### src/rtl/cpu_core_mc.sv
// Multi-cycle FETCH/EXEC CPU core with internal program memory, register file and ALU flags.
// Program memory is written and inspected through a side port sharing the core clock.
//
// state   | meaning
// S_FETCH | latch mem[pc] into ir when run=1, otherwise hold
// S_EXEC  | execute ir: ALU op / writeback / flags / pc update
// S_HALT  | stopped at the HALT address; only rst leaves
module cpu_core_mc #(
    parameter  int DATA_W = 8,
    parameter  int ADDR_W = 4,
    parameter  int REG_AW = 2,
    localparam int IW     = 4 + 2*REG_AW + DATA_W
) (
    input  logic              clk,
    input  logic              rst,
    input  logic              run,
    input  logic              prog_we,
    input  logic [ADDR_W-1:0] prog_waddr,
    input  logic [IW-1:0]     prog_wdata,
    input  logic [ADDR_W-1:0] dbg_raddr,
    output logic [IW-1:0]     dbg_rdata,
    output logic [DATA_W-1:0] out_data,
    output logic              out_valid,
    output logic [ADDR_W-1:0] pc,
    output logic              halted,
    output logic              cf,
    output logic              sf,
    output logic              zf
);
    localparam int NREG  = 2**REG_AW;
    localparam int DEPTH = 2**ADDR_W;

    localparam logic [3:0] OP_ADD  = 4'd1;
    localparam logic [3:0] OP_SUB  = 4'd2;
    localparam logic [3:0] OP_ADDI = 4'd3;
    localparam logic [3:0] OP_SUBI = 4'd4;
    localparam logic [3:0] OP_MOVI = 4'd5;
    localparam logic [3:0] OP_AND  = 4'd6;
    localparam logic [3:0] OP_OR   = 4'd7;
    localparam logic [3:0] OP_CMP  = 4'd8;
    localparam logic [3:0] OP_JMP  = 4'd9;
    localparam logic [3:0] OP_JC   = 4'd10;
    localparam logic [3:0] OP_JZ   = 4'd11;
    localparam logic [3:0] OP_JS   = 4'd12;
    localparam logic [3:0] OP_HALT = 4'd15;

    typedef enum logic [1:0] {S_FETCH, S_EXEC, S_HALT} state_t;

    state_t            state_q, state_d;
    logic [ADDR_W-1:0] pc_q, pc_d;
    logic [IW-1:0]     ir_q, ir_d;
    logic [DATA_W-1:0] regs_q [NREG];
    logic [DATA_W-1:0] regs_d [NREG];
    logic              cf_q, cf_d, sf_q, sf_d, zf_q, zf_d;
    logic [DATA_W-1:0] out_data_q, out_data_d;
    logic              out_valid_q, out_valid_d;
    logic [IW-1:0]     mem_q [DEPTH];

    logic [3:0]        opc;
    logic [REG_AW-1:0] rd, rs;
    logic [DATA_W-1:0] imm, op_a, op_b;
    logic [DATA_W:0]   sum, diff;
    logic [DATA_W-1:0] alu_res;
    logic              alu_cf, alu_en;

    // Memory is deliberately outside the reset domain; a fetch in the same cycle sees the old word.
    always_ff @(posedge clk) begin
        if (prog_we) mem_q[prog_waddr] <= prog_wdata;
    end

    assign dbg_rdata = mem_q[dbg_raddr];

    assign opc  = ir_q[IW-1 -: 4];
    assign rd   = ir_q[IW-5 -: REG_AW];
    assign rs   = ir_q[IW-5-REG_AW -: REG_AW];
    assign imm  = ir_q[DATA_W-1:0];
    assign op_a = regs_q[rd];
    assign op_b = (opc == OP_ADDI || opc == OP_SUBI || opc == OP_MOVI) ? imm : regs_q[rs];
    assign sum  = {1'b0, op_a} + {1'b0, op_b};
    assign diff = {1'b0, op_a} - {1'b0, op_b};

    always_comb begin
        state_d     = state_q;
        pc_d        = pc_q;
        ir_d        = ir_q;
        regs_d      = regs_q;
        cf_d        = cf_q;
        sf_d        = sf_q;
        zf_d        = zf_q;
        out_data_d  = out_data_q;
        out_valid_d = 1'b0;
        alu_res     = '0;
        alu_cf      = 1'b0;
        alu_en      = 1'b0;
        case (state_q)
            S_FETCH: begin
                if (run) begin
                    ir_d    = mem_q[pc_q];
                    state_d = S_EXEC;
                end
            end
            S_EXEC: begin
                state_d = S_FETCH;
                pc_d    = pc_q + ADDR_W'(1);
                case (opc)
                    OP_ADD, OP_ADDI: begin
                        alu_en = 1'b1; alu_res = sum[DATA_W-1:0]; alu_cf = sum[DATA_W];
                    end
                    OP_SUB, OP_SUBI, OP_CMP: begin
                        alu_en = 1'b1; alu_res = diff[DATA_W-1:0]; alu_cf = diff[DATA_W];
                    end
                    OP_MOVI: begin alu_en = 1'b1; alu_res = op_b; end
                    OP_AND:  begin alu_en = 1'b1; alu_res = op_a & op_b; end
                    OP_OR:   begin alu_en = 1'b1; alu_res = op_a | op_b; end
                    OP_JMP:  pc_d = imm[ADDR_W-1:0];
                    OP_JC:   if (cf_q) pc_d = imm[ADDR_W-1:0];
                    OP_JZ:   if (zf_q) pc_d = imm[ADDR_W-1:0];
                    OP_JS:   if (sf_q) pc_d = imm[ADDR_W-1:0];
                    OP_HALT: begin
                        state_d = S_HALT;
                        pc_d    = pc_q;
                    end
                    default: ;
                endcase
                if (alu_en) begin
                    if (opc != OP_CMP) regs_d[rd] = alu_res;
                    cf_d        = alu_cf;
                    zf_d        = (alu_res == '0);
                    sf_d        = alu_res[DATA_W-1];
                    out_data_d  = alu_res;
                    out_valid_d = 1'b1;
                end
            end
            S_HALT:  ;
            default: state_d = S_FETCH;
        endcase
    end

    always_ff @(posedge clk) begin
        if (rst) begin
            state_q     <= S_FETCH;
            pc_q        <= '0;
            ir_q        <= '0;
            for (int i = 0; i < NREG; i++) regs_q[i] <= '0;
            cf_q        <= 1'b0;
            sf_q        <= 1'b0;
            zf_q        <= 1'b0;
            out_data_q  <= '0;
            out_valid_q <= 1'b0;
        end else begin
            state_q     <= state_d;
            pc_q        <= pc_d;
            ir_q        <= ir_d;
            regs_q      <= regs_d;
            cf_q        <= cf_d;
            sf_q        <= sf_d;
            zf_q        <= zf_d;
            out_data_q  <= out_data_d;
            out_valid_q <= out_valid_d;
        end
    end

    assign out_data  = out_data_q;
    assign out_valid = out_valid_q;
    assign pc        = pc_q;
    assign halted    = (state_q == S_HALT);
    assign cf        = cf_q;
    assign sf        = sf_q;
    assign zf        = zf_q;
endmodule

### config.mk
export PLATFORM = sky130hd
export DESIGN_NAME = cpu_core_mc
export DESIGN_NICKNAME = d
export VERILOG_FILES = /design/src/rtl/cpu_core_mc.sv
export SDC_FILE = /design/constraint.sdc
export NUM_CORES = 1
export LEC_CHECK = 0
export BUFFER_PORTS_ARGS = -buffer_cell sky130_fd_sc_hd__buf_2
export CORE_ASPECT_RATIO = 1.25
export CORE_MARGIN = 5
export CORE_UTILIZATION = 55
export DETAILED_ROUTE_END_ITERATION = 16
export GPL_TIMING_DRIVEN = 1
export PLACE_DENSITY = 0.72
export SETUP_SLACK_MARGIN = 0.1
export SKIP_CTS_REPAIR_TIMING = 1
export SLEW_MARGIN = 20
export SYNTH_ARGS = -nofsm -noshare
export SYNTH_HDL_FRONTEND = slang
export SYNTH_SLANG_ARGS = --single-unit
### constraint.sdc
create_clock -name clk -period 8.4 [get_ports clk]
set_clock_uncertainty 0.15 [all_clocks]
set_input_delay 1.26 -clock clk [delete_from_list [all_inputs] [get_ports clk]]
set_output_delay 1.26 -clock clk [all_outputs]
set_load 0.01 [all_outputs]
# Word-level counts from Yosys, hierarchy flattened

Memory sizes are Yosys's and may differ from the RTL's. A register that Yosys moved wholly into a read port is not among the register bits.
Index checks and enable logic that the tools add are counted.

Bits in registers: 50
Memories: 1
Output and inout port bits: 33
Bits in writable memories: 256
Input bits: 28
Logic and storage cells: 81

Bitwise logic cells: 7
Reductions and logical operators: 14
Mux-type cells: 25
Order comparisons: 3
Eq/ne operators: 17
Add/subtract/negate cells: 3

Memories:

| name  | depth | bits a word | rd ports | clocked after Yosys merged registers in | write ports | line | RTL |
|---|---|---|---|---|---|---|---|
| mem_q | 16    | 16          | 2        | 1                                       | 1           | 57   | `logic [IW-1:0] mem_q [DEPTH];` |

Operators by type and width:

| kind                | number |
|---|---|
| $mux 8              | 7 |
| $pmux 8 s5          | 1 |
| $bmux 8 s2          | 2 |
| $bwmux 32           | 1 |
| $eq 4x4->1 const B  | 6 |
| $pmux 4 s5          | 1 |
| $demux 8 s2         | 1 |
| $eq 4x3->1 const B  | 4 |
| $mux 4              | 3 |
| $add 8x8->9         | 1 |
| $sub 8x8->9         | 1 |
| $and 8x8->8         | 1 |
| $eq 4x2->1 const B  | 2 |
| $logic_not 8->1     | 1 |
| $or 8x8->8          | 1 |
| $reduce_and 2->1    | 4 |
| $reduce_or 8->1     | 1 |
| $ge 3x3->1 const B  | 2 |
| $not 2->3           | 2 |
| $pmux 2 s3          | 1 |
| $mux 1              | 5 |
| $add 4x1->4 const B | 1 |
| $eq 4x1->1 const B  | 1 |
| $mux 2              | 2 |
| 13 further kinds    | 17 |

# Longest topological paths before layout

Word-level depth: 9
Mapped depth: 14
Mapped depth without buffers: 11

# Least setup slack after synthesis

Ideal clock, no wire load.

Path type: in2out
Start point: input dbg_raddr[0]
End point: output dbg_rdata[10]
Path buffers: 2
Slack: 3924 ps
Arrival time: 3066 ps
Data required time: 6990 ps
Stages on the path: 4
Cells stage by stage: buf_2 buf_1 mux4_2 mux4_2

Longest elaborated chain between the ends: 1

RTL lines:

| what          | line | RTL |
|---|---|---|
| from (decl)   | 20   | `input logic [ADDR_W-1:0] dbg_raddr,` |
| $mem_v2 16x16 | --   |  |
| to (decl)     | 21   | `output logic [IW-1:0] dbg_rdata,` |

No other way between the ends.

# Final worst setup path

Start point: input dbg_raddr[0]
End point: output dbg_rdata[15]

Same word-level chain as after synthesis.

==> impl_metrics.yaml <==
outcome:
  outcome: "completed"
route:
  drc_errors: 0
  wl_per_cell_um: 27.2
  vias: 9201
  drt_iter0_drc: 880
  ant_nets: 0
  routed_wl_mm: 37.5
  drt-vias-per-instance: 6.66
  dr.pass1.iters: 7
floorplan:
  die_h_um: 199
  core_area_sq_um: 28300
  io-pin-count: 61
  die_w_um: 161
  initial_core_util: 0.555
  dieArea_sq_um: 32100
  fp-row-count: 69
grt:
  grt_pass1_vias: 9452
  grt_use_total: 0.240
  grt_overflow: 0
  gr-usage-met1: 0.314
  grt_pass1_wl_mm: 57.7
  grtUsageMet3: 0.0344
  antenna_found_initial: 1
  grt-busiest-layer: "met2"
  met2_usage: 0.426
  grt_max_degree: 68
synth:
  synth_ff_type: "edfxtp_1"
  yosysSeqAreaShare: 0.572
  synth_common_cells: "edfxtp_1 (256), mux4_2 (176), nor2_1 (69)"
  synth_edf_count: 256
  syn_nets: 1013
  yosys_warnings: 0
  async_reset_ff_frac: 0
  synth_top_cell_by_area: "edfxtp_1"
  yosys-top-cells-area: "edfxtp_1 (49%), mux4_2 (25%), dfxtp_1 (8.3%), a211oi_1 (2.1%), ha_1 (2.1%)"
  synth.top_cell.area_share: 0.489
  syn_area_sq_um: 15700
  ys_types: 67
  synth_most_common_cell: "edfxtp_1"
  avgSynthCellArea_sq_um: 16.4
  syn_inst: 957
  ys_seq_elements: 321
worst_hold_path:
  hold_path.class: "flip-flop to flip-flop"
clock_tree:
  clock-sinks: 321
  tritoncts: "yes"
  clk_latency_ps: 550
  cts_made_buffers: 31
  cts_buffer_depth: 3
  cts_root_buf: "clkbuf_16"
  path_clk_slew_ps: 60
  htree_num_levels: 1
worst_setup_path:
  crit_type: "input pin to output port"
  cp-start-kind: "input pin"
  end_kind: "output port"
  required_ps: 6990
  crit_fanout: 35
  worstPathArrival_ps: 3800
sta:
  period_share: 0.620
  timing.final.max_slew_violations: 0
  setup_tns_ps: 0
  worst_pin_slew_ps: 1040
  fmax_ghz: 0.192
  rsz0062_at_grt: "no"
  finalHoldViolCount: 0
  setup_viol: 0
  relSlewSlack: 0.308
  fin_crit_ps: 5210
pwr:
  power_leakage_uw: 0.00558
  power_density_nw_per_um2: 205
  vdd_drop_max_v: 0.000163
  p_total_uw: 3580
layout:
  syn2layout_area_growth_pct: 11.0
  fin_util: 0.616
  design_area_sq_um: 17400
  finalNetCount: 1058
  layout-drive-gt1-share: 0.339
  final_cells: 1381
  diodes: 0
placement:
  port_buffers: 60
  globalplace.congestion: 0.917
  dp_hpwl_mm: 22.8
  dpl.cell_count: 1323
  postPlaceCellArea_sq_um: 16400
flow_run:
  cap_violations: 0
-- stage by stage --
step	hold WS, ps	setup slack, ps
5_1_grt	365	2990
3_3_place_gp	335	3190
2_1_floorplan	291	3920
3_5_place_dp	338	3170
4_1_cts	347	3110
6_report	346	3190
-- worst paths after layout --
| check | from | slack (ps) | cells after the start | to |
|---|---|---|---|---|
| worst max register to register | ir_q[13]$_SDFFE_PP0P_ | 3780 | 11 | regs_q[30]$_SDFFE_PP0P_ |
| worst max-delay path | dbg_raddr[0] | 3190 | 5 | dbg_rdata[15] |
| worst min-delay path | out_data[4]$_SDFFE_PP0P_ | 350 | 2 | out_data[4]$_SDFFE_PP0P_ |
| worst min register to register | out_data[4]$_SDFFE_PP0P_ | 350 | 2 | out_data[4]$_SDFFE_PP0P_ |
-- worst max-delay path, stage by stage --
cell and delay (ps):
buf_4 560, buf_4 630, mux4_2 600, mux4_2 530, buf_2 170
-- cell families after synthesis --
family                   Yosys count  share of synthesized area
XOR/XNOR                           8                    0.00446
adder cells (fa/ha/maj)           28                     0.0232
AND/OR/NAND/NOR                  181                     0.0564
multiplexers                     184                      0.258
flip-flops                       321                      0.572
AO/OA/AOI/OAI                    135                     0.0599
buffers and inverters            100                     0.0261
-- where the power goes --
part           switching (uW)  internal, uW  leakage, uW  total [uW]
Sequential               37.7          1750      0.00284        1790
Clock                     599           808     0.000490        1410
Combinational             203           176      0.00225         379
-- flip-flops by register name, summed over array words and instances (netlist names) --
signal and count:
cf 1, ir_q 16, mem_q 256, out_data 7
out_valid 1, pc 4, regs_q 32, sf 1
state_q 2, zf 1
-- final cells by class --
class	instances	area [sq um]
sequential	321	8990
multi-input combinational	536	6370
clock buffer	34	787
fill	2041	10900
tap	355	444
inverter	25	93.8
timing repair buffer	87	503
clock inverter	23	253
-- cells in the final DEF, fill, tap and decap left out, drive strengths merged, types with 6 or more instances in the layout --
master | synthesis | layout
edfxtp | 256 | 256
xnor2 | 6 | 6
clkinv | 0 | 8
nor2 | 69 | 69
nand3 | 6 | 6
mux2 | 8 | 8
and3 | 7 | 7
o21ai | 15 | 15
ha | 26 | 26
a21oi | 36 | 36
nand2 | 45 | 45
clkinvlp | 0 | 6
nor3 | 8 | 8
buf | 32 | 86
a211oi | 44 | 44
mux4 | 176 | 176
clkbuf | 43 | 35
nand2b | 7 | 7
inv | 25 | 30
dfxtp | 65 | 65
nor2b | 10 | 10
-- layer usage --
| layer | vias to the layer above | part of all wire |
|---|---|---|
| li1 | 4016 | - |
| met1 | 4692 | 0.37 |
| met2 | 425 | 0.53 |
| met3 | 66 | 0.075 |
| met4 | 2 | 0.026 |
| met5 | - | 0.00040 |
No activity file was read; power rests on OpenSTA's default activity.
